`src/rtl/id_ex_stage.sv`:
```
// id_ex_stage: ID/EX pipeline register with capture-time EX/MEM forwarding,
// load-use bubble insertion, downstream stall and flush.
module id_ex_stage #(
    parameter int DW = 32,
    parameter int AW = 5
) (
    input  logic          clk,
    input  logic          reset,
    input  logic          stall_in,
    input  logic          flush,
    input  logic          id_valid,
    input  logic [5:0]    id_ALUFun,
    input  logic          id_Sign,
    input  logic          id_ALUSrcA,
    input  logic          id_ALUSrcB,
    input  logic [4:0]    id_shamt,
    input  logic [DW-1:0] id_imm,
    input  logic [AW-1:0] id_rs,
    input  logic [AW-1:0] id_rt,
    input  logic          id_uses_rs,
    input  logic          id_uses_rt,
    input  logic [DW-1:0] id_rs_data,
    input  logic [DW-1:0] id_rt_data,
    input  logic [AW-1:0] id_rd,
    input  logic          id_RegWrite,
    input  logic          id_MemRead,
    input  logic          id_MemWrite,
    input  logic          id_MemToReg,
    input  logic [DW-1:0] ex_alu_result,
    input  logic          mem_RegWrite,
    input  logic [AW-1:0] mem_rd,
    input  logic [DW-1:0] mem_data,
    output logic          ex_valid,
    output logic [DW-1:0] ex_A,
    output logic [DW-1:0] ex_B,
    output logic [5:0]    ex_ALUFun,
    output logic          ex_Sign,
    output logic [DW-1:0] ex_store_data,
    output logic [AW-1:0] ex_rd,
    output logic          ex_RegWrite,
    output logic          ex_MemRead,
    output logic          ex_MemWrite,
    output logic          ex_MemToReg,
    output logic          load_use_stall
);
    typedef struct packed {
        logic          valid;
        logic [5:0]    alufun;
        logic          sign;
        logic [DW-1:0] a;
        logic [DW-1:0] b;
        logic [DW-1:0] store;
        logic [AW-1:0] rd;
        logic          regwrite;
        logic          memread;
        logic          memwrite;
        logic          memtoreg;
    } stage_t;

    stage_t        r_ex, w_next;
    logic          w_ex_fwd_ok, w_mem_fwd_ok;
    logic [DW-1:0] w_fwd_rs, w_fwd_rt;

    always_comb begin
        // a load's ex_alu_result is an address, never the loaded value
        w_ex_fwd_ok     = r_ex.valid & r_ex.regwrite & ~r_ex.memread & (r_ex.rd != '0);
        w_mem_fwd_ok    = mem_RegWrite & (mem_rd != '0);
        w_fwd_rs        = (w_ex_fwd_ok & (r_ex.rd == id_rs)) ? ex_alu_result :
                          (w_mem_fwd_ok & (mem_rd == id_rs)) ? mem_data : id_rs_data;
        w_fwd_rt        = (w_ex_fwd_ok & (r_ex.rd == id_rt)) ? ex_alu_result :
                          (w_mem_fwd_ok & (mem_rd == id_rt)) ? mem_data : id_rt_data;
        load_use_stall  = id_valid & r_ex.valid & r_ex.memread & (r_ex.rd != '0) &
                          ((id_uses_rs & (r_ex.rd == id_rs)) | (id_uses_rt & (r_ex.rd == id_rt)));
        w_next.valid    = id_valid;
        w_next.alufun   = id_ALUFun;
        w_next.sign     = id_Sign;
        w_next.a        = id_ALUSrcA ? {{(DW-5){1'b0}}, id_shamt} : w_fwd_rs;
        w_next.b        = id_ALUSrcB ? id_imm : w_fwd_rt;
        w_next.store    = w_fwd_rt;
        w_next.rd       = id_rd;
        w_next.regwrite = id_valid & id_RegWrite;
        w_next.memread  = id_valid & id_MemRead;
        w_next.memwrite = id_valid & id_MemWrite;
        w_next.memtoreg = id_valid & id_MemToReg;
    end

    // a held stage wins over a load-use bubble; flush always bubbles
    always_ff @(posedge clk or posedge reset) begin
        if (reset)
            r_ex <= '0;
        else if (flush | (~stall_in & load_use_stall))
            r_ex <= '0;
        else if (~stall_in)
            r_ex <= w_next;
    end

    assign ex_valid      = r_ex.valid;
    assign ex_A          = r_ex.a;
    assign ex_B          = r_ex.b;
    assign ex_ALUFun     = r_ex.alufun;
    assign ex_Sign       = r_ex.sign;
    assign ex_store_data = r_ex.store;
    assign ex_rd         = r_ex.rd;
    assign ex_RegWrite   = r_ex.regwrite;
    assign ex_MemRead    = r_ex.memread;
    assign ex_MemWrite   = r_ex.memwrite;
    assign ex_MemToReg   = r_ex.memtoreg;
endmodule

```
`config.mk`:
```
export PLATFORM = sky130hd
export DESIGN_NAME = id_ex_stage
export DESIGN_NICKNAME = d
export VERILOG_FILES = /design/src/rtl/id_ex_stage.sv
export SDC_FILE = /design/constraint.sdc
export NUM_CORES = 1
export LEC_CHECK = 0
export CAP_MARGIN = 10
export CORE_ASPECT_RATIO = 1.2
export CORE_UTILIZATION = 47
export DETAILED_ROUTE_END_ITERATION = 6
export GPL_TIMING_DRIVEN = 0
export PLACE_DENSITY = 0.88
export SLEW_MARGIN = 5
export SYNTH_ARGS = -nofsm -noshare
export SYNTH_HDL_FRONTEND = slang
export SYNTH_SLANG_ARGS = --single-unit
```
`constraint.sdc`:
```
create_clock -name clk -period 6.05 [get_ports clk]
set_input_delay 0.9075 -clock clk [delete_from_list [all_inputs] [get_ports clk]]
set_output_delay 0.9075 -clock clk [all_outputs]
set_load 0.005 [all_outputs]
```
==> summary by stage <==
Outcome
The flow ran to the end, and the final reports show no timing, DRC or antenna violations.

Clock network
The total CTS buffers is 17. In this run the number of H-tree levels came out at 4. The post-cts repair resize count is 0. The clock insertion delay at the later pin of the skew report is 440 ps. The cell at the root of the clock tree is clkbuf_16. Hold repair after CTS inserted 0 buffers.

TritonCTS built the clock tree. No sink is reached through more buffers than the 2 on the longest clock path. After clock tree synthesis, the clock-pin slew on the worst setup and hold paths is 50 ps. The number of sinks handled by clock tree synthesis is 113. The setup fix buffers added after clock tree synthesis is 0.

Drt
The routed wire length per instance is 22.6 um. Summing over every cut layer, the via total after detailed routing is 9181. The remaining design rule violation count is 0. The highest routed metal layer is met4. The routed design has 32800 um of wire. The sum of routed wire segments on met1 is 12400 um. Once detail routing completed, the nets flagged for antenna violations numbered 0. In this run, the number of DRC markers left after iteration 0 of detailed routing was 1354. The pre-antenna-repair detailed-routing pass consisted of 6 iterations. In the routed layout, each cell is associated on average with a via count of 6.33.

Summed over all nets, wire length on met3 after detailed routing comes to 3000 um. The routed design uses 15600 um of met2 wire.

Hold path
The worst hold path belongs to the class flop to flop. The critical hold path startpoint is ex_A[30]$_DFFE_PP0P_.

Pwr
The maximum vdd drop is 0.000140 V. After layout, the design draws a total of 2.44 mW. Power spread over the standard cell area amounts to 211 nW/um^2. In this run the static leakage power is 4.88 nW.

Logic synthesis
Counting flops with a built-in enable in the synthesized netlist gives 0. The count of synthesis-stage warnings from yosys is 0. The synthesized instance count is 892. The synthesized netlist net count is 1098.

The area fraction in and, or, nand and nor cells after synthesis is 18.1%. Among all flip-flop cells after synthesis, the most frequent one is dfrtp_1. The post-synth design cell area is 7500 um^2. The area share of fa/ha/maj cells after synthesis is 0%.

The mean cell area of the mapped netlist is 8.41 um^2. The fraction of the yosys area taken by sequential cells is 37.7%. The multiplexer area fraction after synthesis is 0%. By area, the combinational part of the netlist is dominated by compound AO/OA/AOI/OAI gates. Counting flops with an async set or reset pin after synthesis yields a share of 100%. The area share of xor/xnor cells in the synthesized design is 2.34%. Summing the areas of all compound-gate instances in the mapped netlist gives 31.4% of the synthesized area. The netlist uses 42 different library cells. The number of synthesized register bits is 113.

Floorplanning
The die covers 16500 um^2. In this run the count of I/O pins placed on the die edge is 320. The core region area is 15600 um^2. The height of the chip is 140 um.

The horizontal die dimension is 117 um. The initial utilization of the core area, before any placement, comes to 48.2%. The number of placement rows is 50.

Global route
The maximum number of pins on one net before global-route repair is 86. The via count of the first global-routing pass was 9074. The wire length of the first global-routing pass is 49700 um. The initial antenna violation count came to 0. Global routing used 39.5% of the available tracks across all layers. The total grt overflow is 0.

Cells and area
The net count of the finished layout is 1436. The antenna cell count is 0. Leaving out fill and tap cells, the most frequent cells in the layout are clkdlybuf4s50_1 (317), dfrtp_1 (113), nand2_1 (99), inv_1 (96), a22oi_1 (74). Fill cells in the final layout number 1124.

The area used by sequential logic in the layout is 2830 um^2. From synthesis to final layout, the design area changed by 54.6%. The post-route netlist has 6.92% of its cells at a drive strength greater than 1. The library cell used most frequently in the layout, excluding fill and tap cells, is clkdlybuf4s50_1. The area occupied by multi-input gates is 3890 um^2.

Timing
Setup repair after global routing left no endpoint under its margin. The number of setup violations in the final report is 0. The routed design could run at a clock period as short as 4290 ps. The accumulated negative setup slack is 0 ps. The highest attainable clock frequency is 233 MHz.

The slew at the pin closest to its max-slew limit is 1260 ps. The final worst-path cycle share is 70.9%. The final hold violation count is 0.

The final max-slew violation count came to 0. In this run the tightest slew margin relative to its limit is 15.5%. The clock skew is 7.71 ps.

Critical path
In this run the critical register-to-register path is launched from ex_rd[4]$_DFFE_PP0P_. The maximum fanout along the worst path is 8. The category of the worst setup path launch point is an input port. The launching element of the worst setup path is id_rt[4].

The type of the worst setup path is input port to primary output. The endpoint kind of the worst setup timing path is a primary output. Data arrives at the worst endpoint at 3380 ps.

At the worst endpoint, the required time is 5140 ps.

Run
Max-cap violations in this run came to 0.

Placement
At the end of routability-driven placement, the weighted congestion stood at 0.933. The HPWL after detailed placement is 23800 um. The count of port buffers added during placement is 317.
==> final cells by class <==
class,count,area share (%)
multi-input cells,585,33.5
repair buffers,319,27.6
flip-flops and latches,113,24.4
clock buffers,20,4.03
plain buffers,97,3.63
inverters,97,3.18
well taps,208,2.24
clock inverters,12,1.35
==> worst paths after layout <==
check,to,slack (ps),cells past startpoint
worst min register to register,ex_A[30]$_DFFE_PP0P_,480,2
worst max register to register,ex_B[0]$_DFFE_PP0P_,2890,7
max in group asynchronous,ex_A[30]$_DFFE_PP0P_,4480,3
min in group asynchronous,ex_A[2]$_DFFE_PP0P_,810,2
worst min-delay path,ex_A[30]$_DFFE_PP0P_,480,2
worst max-delay path,load_use_stall,1760,6
==> power by group <==
| group | switching (mW) | total (mW) | internal, mW | leakage (nW) |
|---|---|---|---|---|
| combinational | 0.267 | 0.540 | 0.272 | 3.07 |
| clock | 0.394 | 1.07 | 0.680 | 0.295 |
| sequential | 0.0317 | 0.827 | 0.795 | 1.52 |
==> stage by stage <==
stage,std cells,area [um^2],utilization (%),worst slack [ps],hold slack [ps]
after global routing,1451,11600,74.4,1610,494
after floorplan,892,7500,-,2160,467
after CTS,1451,11600,74.4,1740,480
after global placement,1417,10900,70.2,413,459
after detailed placement,1419,11000,70.4,1740,468
final,1451,11600,74.4,1760,480
==> per-layer routing <==
layer | GRT usage, % | vias up
li1 | - | 4009
met1 | 47.9 | 4290
met2 | 64.8 | 724
met3 | 7.57 | 158
met4 | 24.3 | 0
met5 | 0 | -
==> cells in the mapped netlist, types with 2 or more instances <==
cell type / number / area share, %
o31ai_1: 59 / 5.9
clkbuf_1: 72 / 3.6
o31ai_2: 10 / 1.7
a211oi_1: 27 / 2.7
and2_1: 2 / 0.17
o41ai_1: 14 / 1.6
buf_2: 18 / 1.2
xor2_1: 9 / 1.1
and4_1: 32 / 3.7
buf_6: 4 / 0.60
nor4_1: 27 / 2.3
a31oi_1: 64 / 5.3
a311o_1: 5 / 0.67
a32o_1: 4 / 0.53
o41ai_2: 13 / 2.8
dfrtp_1: 113 / 38
nor2_1: 61 / 3.1
or4_1: 6 / 0.60
a22oi_1: 74 / 7.4
o2111a_1: 2 / 0.30
a22o_1: 13 / 1.5
nand2_1: 99 / 5.0
nor3_1: 38 / 2.5
xnor2_1: 11 / 1.3
buf_1: 2 / 0.10
inv_1: 97 / 4.9
==> cell families (layout without fill, tap and decap cells) <==
| logic type | Yosys count | count (layout) |
|---|---|---|
| buf+inv | 194 | 545 |
| compound gates | 292 | 292 |
| flops | 113 | 113 |
| xor+xnor | 20 | 20 |
| simple gates | 273 | 273 |
==> sequential cells by signal, summed over array words and instances (netlist names) <==
| name | count |
|---|---|
| ex_B | 32 |
| ex_valid | 1 |
| ex_MemRead | 1 |
| ex_MemWrite | 1 |
| ex_Sign | 1 |
| ex_MemToReg | 1 |
| ex_A | 32 |
| ex_RegWrite | 1 |
| ex_store_data | 32 |
| ex_ALUFun | 6 |
| ex_rd | 5 |
==> worst max-delay path: stages <==
cell	delay (ps)
clkdlybuf4s50_1	460
xor2_1	170
nor4_2	850
a2bb2o_1	330
and2_1	140
clkdlybuf4s50_1	530
Note: power is estimated with default switching activity, not from simulation.
